File: src/rtl/cpu_defs_pkg.sv
// Shared CPU definitions: opcode/func constants, instruction field positions
// and the fetch-unit state encoding.
package cpu_defs_pkg;

  // Instruction word width
  localparam int unsigned INSTR_W = 32;
  localparam int unsigned IMM_W   = 16;

  // Opcodes (instr[31:26])
  localparam logic [5:0] OP_RTYPE = 6'h00;
  localparam logic [5:0] OP_LW    = 6'h23;
  localparam logic [5:0] OP_SW    = 6'h2B;
  localparam logic [5:0] OP_BEQ   = 6'h04;
  localparam logic [5:0] OP_LUI   = 6'h0F;

  // R-type function codes (instr[5:0])
  localparam logic [5:0] FN_ADD = 6'h20;
  localparam logic [5:0] FN_SUB = 6'h22;
  localparam logic [5:0] FN_AND = 6'h24;
  localparam logic [5:0] FN_OR  = 6'h25;
  localparam logic [5:0] FN_XOR = 6'h26;

  // Instruction field bit positions
  localparam int unsigned OP_MSB   = 31;
  localparam int unsigned OP_LSB   = 26;
  localparam int unsigned RS_MSB   = 25;
  localparam int unsigned RS_LSB   = 21;
  localparam int unsigned RT_MSB   = 20;
  localparam int unsigned RT_LSB   = 16;
  localparam int unsigned RD_MSB   = 15;
  localparam int unsigned RD_LSB   = 11;
  localparam int unsigned FN_MSB   = 5;
  localparam int unsigned FN_LSB   = 0;
  localparam int unsigned IMM_MSB  = 15;
  localparam int unsigned IMM_LSB  = 0;

  // Fetch state encoding
  typedef enum logic [1:0] {
    StIdle  = 2'd0,
    StFetch = 2'd1,
    StIssue = 2'd2,
    StHalt  = 2'd3
  } fetch_state_e;

endpackage

File: src/rtl/pc_next_calc.sv
// Next-PC arithmetic: sequential pc+4 and the taken-branch target
// pc+4+(sext(imm16)<<2). Purely combinational, all math modulo 2^ADDR_W.
module pc_next_calc
  import cpu_defs_pkg::*;
#(
  parameter int unsigned ADDR_W = 32
) (
  input  logic [ADDR_W-1:0] pc,
  input  logic [IMM_W-1:0]  imm16,
  input  logic              branch_taken,
  output logic [ADDR_W-1:0] pc_plus4,
  output logic [ADDR_W-1:0] next_pc
);

  logic [ADDR_W-1:0] br_off;

  // Sign-extend the word offset to a byte offset and select the successor PC
  always_comb begin
    br_off   = {{(ADDR_W - IMM_W - 2){imm16[IMM_W-1]}}, imm16, 2'b00};
    pc_plus4 = pc + ADDR_W'(4);
    next_pc  = branch_taken ? (pc_plus4 + br_off) : pc_plus4;
  end

endmodule

File: src/rtl/instr_fetch_unit.sv
// Instruction-fetch front end: holds the PC, fetches over a req/valid memory
// handshake, latches the word and presents decoded fields while issuing.
// A fetch that sees no response for TIMEOUT cycles parks the unit in HALT.
module instr_fetch_unit
  import cpu_defs_pkg::*;
#(
  parameter int unsigned       ADDR_W   = 32,
  parameter logic [ADDR_W-1:0] RESET_PC = '0,
  parameter int unsigned       TIMEOUT  = 16
) (
  input  logic              clk,
  input  logic              rst_n,
  output logic              imem_req,
  output logic [ADDR_W-1:0] imem_addr,
  input  logic [31:0]       imem_rdata,
  input  logic              imem_valid,
  input  logic              stall,
  input  logic              branch_taken,
  output logic              instr_valid,
  output logic [31:0]       instr,
  output logic [5:0]        op,
  output logic [4:0]        rs,
  output logic [4:0]        rt,
  output logic [4:0]        rd,
  output logic [5:0]        func,
  output logic [15:0]       imm16,
  output logic [ADDR_W-1:0] pc,
  output logic [ADDR_W-1:0] pc_plus4,
  output logic              fetch_err
);

  // TIMEOUT of 1 still needs a one-bit counter
  localparam int unsigned      CNT_W    = (TIMEOUT > 1) ? $clog2(TIMEOUT) : 1;
  localparam logic [CNT_W-1:0] TMO_LAST = CNT_W'(TIMEOUT - 1);

  fetch_state_e       state_q, state_d;
  logic [ADDR_W-1:0]  pc_q, pc_d;
  logic [INSTR_W-1:0] instr_q, instr_d;
  logic [CNT_W-1:0]   tmo_q, tmo_d;
  logic               err_q, err_d;
  logic [ADDR_W-1:0]  next_pc;

  pc_next_calc #(
    .ADDR_W(ADDR_W)
  ) u_pc_next_calc (
    .pc          (pc_q),
    .imm16       (instr_q[IMM_MSB:IMM_LSB]),
    .branch_taken(branch_taken),
    .pc_plus4    (pc_plus4),
    .next_pc     (next_pc)
  );

  // State, PC, instruction register, timeout counter and sticky error
  always_ff @(posedge clk or negedge rst_n) begin
    if (!rst_n) begin
      state_q <= StIdle;
      pc_q    <= RESET_PC;
      instr_q <= '0;
      tmo_q   <= '0;
      err_q   <= 1'b0;
    end else begin
      state_q <= state_d;
      pc_q    <= pc_d;
      instr_q <= instr_d;
      tmo_q   <= tmo_d;
      err_q   <= err_d;
    end
  end

  // Next-state logic; memory strobes outside FETCH are deliberately ignored
  always_comb begin
    state_d = state_q;
    pc_d    = pc_q;
    instr_d = instr_q;
    tmo_d   = tmo_q;
    err_d   = err_q;
    unique case (state_q)
      StIdle: begin
        state_d = StFetch;
      end
      StFetch: begin
        if (imem_valid) begin
          instr_d = imem_rdata;
          tmo_d   = '0;
          state_d = StIssue;
        end else if (tmo_q == TMO_LAST) begin
          state_d = StHalt;
          err_d   = 1'b1;
        end else begin
          tmo_d = tmo_q + 1'b1;
        end
      end
      StIssue: begin
        // stall holds everything, including the branch decision
        if (!stall) begin
          pc_d    = next_pc;
          state_d = StFetch;
        end
      end
      StHalt: begin
        err_d = 1'b1;
      end
      default: begin
        state_d = StIdle;
      end
    endcase
  end

  // Outputs are decodes of the state register and slices of the registers
  always_comb begin
    imem_req    = (state_q == StFetch);
    imem_addr   = pc_q;
    instr_valid = (state_q == StIssue);
    instr       = instr_q;
    op          = instr_q[OP_MSB:OP_LSB];
    rs          = instr_q[RS_MSB:RS_LSB];
    rt          = instr_q[RT_MSB:RT_LSB];
    rd          = instr_q[RD_MSB:RD_LSB];
    func        = instr_q[FN_MSB:FN_LSB];
    imm16       = instr_q[IMM_MSB:IMM_LSB];
    pc          = pc_q;
    fetch_err   = err_q;
  end

endmodule

File: config.mk
export PLATFORM = sky130hd
export DESIGN_NAME = instr_fetch_unit
export DESIGN_NICKNAME = d
export VERILOG_FILES = /design/src/rtl/cpu_defs_pkg.sv /design/src/rtl/pc_next_calc.sv /design/src/rtl/instr_fetch_unit.sv
export SDC_FILE = /design/constraint.sdc
export NUM_CORES = 1
export LEC_CHECK = 0
export ABC_CLOCK_PERIOD_IN_PS = 5500
export CORE_UTILIZATION = 46
export CTS_CLUSTER_DIAMETER = 150
export CTS_CLUSTER_SIZE = 10
export DETAILED_ROUTE_END_ITERATION = 10
export PLACE_DENSITY = 0.92
export SYNTH_ARGS = -nofsm -noshare
export SYNTH_HDL_FRONTEND = slang
export SYNTH_SLANG_ARGS = --single-unit
File: constraint.sdc
create_clock -name clk -period 5.5 [get_ports clk]
set_input_delay 0.825 -clock clk [delete_from_list [all_inputs] [get_ports clk]]
set_output_delay 0.825 -clock clk [all_outputs]
set_load 0.005 [all_outputs]
==> out/qor.txt <==
Status: finished clean
# rows: 40
Final-stage net count: 864
Hold wc startpoint: fetch_err
Asr flop ratio synth: 100%
H-tree lvl count: 3
Leak pwr: 3.23 nW
Largest net degree at the start of global routing: 70
Tightest Hold Check Type: reg2reg
Period utilization: 84.6%
GRT Util Overall: 25.0%
Fillers: 1040
FF+latch count, synth: 69
Worst slew margin: 34.0%
Total Power: 5.06 mW
Post-route DRC violation count: 0
CP startpoint kind: flop
Post-Syn Area per Cell: 8.67 um2
N_diodes: 0
Routability Congestion: 0.889
Prevailing post-synth register cell: dfrtp_1
Share of layout cells above drive strength 1: 8.69%
Routed via count: 5356
Synth top area cells: dfrtp_1 (30%), buf_4 (10%), ha_1 (7.9%)
Final setup fails: 0
Initial Utilization: 47.8%
F_max: 215 MHz
Vias/cell: 5.57
Tmin final: 4.65 ns
Total Wirelength: 16.4 mm
Full die area: 13100 um2
Pins Over Slew Limit: 0
Latest clock arrival within the worst-skew pair: 0.34 ns
First-pass GRT wire length: 25.6 mm
CP max FO: 7
Vias in the first global route: 4888
Number of gates resized after cts: 0
Slew @ Worst Pin: 0.991 ns
Reg2Reg Launch Point: imem_addr[2]
Die W: 115 um
Pre-antenna DRT Iters: 5
Mapped Cells: 673
VDD IR max: 0.423 mV
Final ANT Viol Nets: 0
Final non-filler cell total: 962
Unrepaired setup endpoints after global routing: false
Critical Path RT: 5.72 ns
R2R setup slack: 0.85 ns
Crit path kind: reg2reg
Most common library cells after synthesis: buf_4 (79), dfrtp_1 (69), nand2_1 (60)
Placeable Area: 12200 um2
Leading area contributor after synthesis: dfrtp_1
CTS Root Cell: clkbuf_16
Total gr overflow: 0
TritonCTS Buffers: 9
Clk sink count: 69
CTS tree: yes
Mapped Area: 5840 um2
DRT iter0 DRCs: 323
Final setup margin: 0.849 ns
Ys Warns: 0
Pwr per Cell Area: 658 nW/um2
Max cap viols: 0
Worst setup startpoint: imem_addr[2]
Post-place setup slack: 0.900 ns
Final hold violations: 0
Antenna violations before repair: 0
Synth top area share: 29.6%
Post-synthesis sequential area ratio: 29.6%
CP endpoint kind: flop
CTS max path bufs: 2
Area delta synth->final: 31.8%
Number of top-level pins: 211
Worst Path Arrival: 4.87 ns
Post-synth EDFFs: 0
Setup TNS: 0 ns
Clock Skew: 0.00492 ns
# port buffers: 204
DP Cell Count: 946
Drt wl/cell: 17.0 um
Detailed-placement wirelength estimate: 12.0 mm
Count of cell types in the netlist: 62
Hold buffers post-CTS: 0
Clk slew on worst S/H paths: 0.06 ns
Most frequent cell after synthesis: buf_4
Post-CTS Setup Inserts: 0
Chip height: 115 um
-- critical path: stages (launching register included) --
cell and delay, ns:
dfrtp_1 0.46, ha_1 0.26, nand2_1 0.10, nor4_1 0.54, and2_1 0.36, nor3b_2 0.38, and3_1 0.28, xor2_1 0.21
ha_1 0.31, nand4_1 0.15, inv_1 0.05, a221oi_1 0.39, o32ai_2 0.21, or4_1 0.53, nand4_1 0.12, xnor2_1 0.12
o21ai_1 0.07
-- power by group --
part	internal [mW]	leakage [nW]	total, mW	switching [mW]
sequential	0.732	0.831	1.10	0.365
clock	0.376	0.148	0.608	0.232
combinational	1.82	2.25	3.36	1.54
-- through the flow --
stage / hold slack, ns / area (um2) / utilization, %
2_1_floorplan: 0.459 / 5860 / -
3_3_place_gp: 0.457 / 7380 / 60.5
3_5_place_dp: 0.460 / 7380 / 60.5
4_1_cts: 0.482 / 7690 / 63.0
5_1_grt: 0.497 / 7690 / 63.0
6_report: 0.483 / 7690 / 63.0
-- state kept, by name (all words and copies together), names as in the netlist --
name	cells
fetch_err	1
state_q	2
imem_addr	30
tmo_q	4
instr	32
-- per-layer routing --
metal	part of all wire, %	track usage (%)
met5	0	0
met2	48	41.5
met4	1.5	7.10
met1	43	32.5
met3	7.6	5.93
-- cells in the final DEF, fill, tap and decap left out, types with 4 or more instances in the layout --
master,count
a21o_1,9
a21oi_1,43
a21oi_2,4
a22oi_1,10
a31oi_1,7
and3_1,13
buf_4,5
clkbuf_16,9
clkdlybuf4s50_1,202
conb_1,6
dfrtp_1,69
ha_1,37
inv_1,14
mux2_2,32
mux2i_1,5
nand2_1,60
nand2b_1,4
nand3_1,24
nand4_1,11
nor2_1,36
nor3_1,16
o211ai_1,4
o21ai_0,40
o21ai_1,21
or3_1,4
xnor2_1,25
xor2_1,25
-- cells by family (layout without fill, tap and decap cells) --
logic type | Yosys count | after routing | synth area share [%]
compound gates | 170 | 170 | 18.4
other cells | 1 | 6 | 0.0642
flops | 69 | 69 | 29.6
mux | 37 | 37 | 7.03
fa+ha+maj | 38 | 38 | 8.27
xor+xnor | 50 | 50 | 7.50
simple gates | 184 | 184 | 15.3
buf+inv | 124 | 240 | 13.9
-- final timing paths --
check / depth (start not counted) / endpoint
worst max-delay path: 16 / imem_addr[31]
worst min-delay path: 1 / fetch_err
worst max register to register: 16 / imem_addr[31]
worst min register to register: 1 / fetch_err
max in group asynchronous: 1 / imem_addr[24]
min in group asynchronous: 1 / instr[27]
-- final cells by class --
cell class / count / area [um2] / share of cell area (%)
tap: 168 / 210 / 2.73
multi-input combinational: 485 / 3320 / 43.2
clock inverter: 5 / 58.8 / 0.764
clock buffer: 11 / 253 / 3.29
inverter: 16 / 60.1 / 0.781
timing repair buffer: 208 / 2060 / 26.8
sequential: 69 / 1730 / 22.4
No activity file was read; power rests on OpenSTA's default activity.
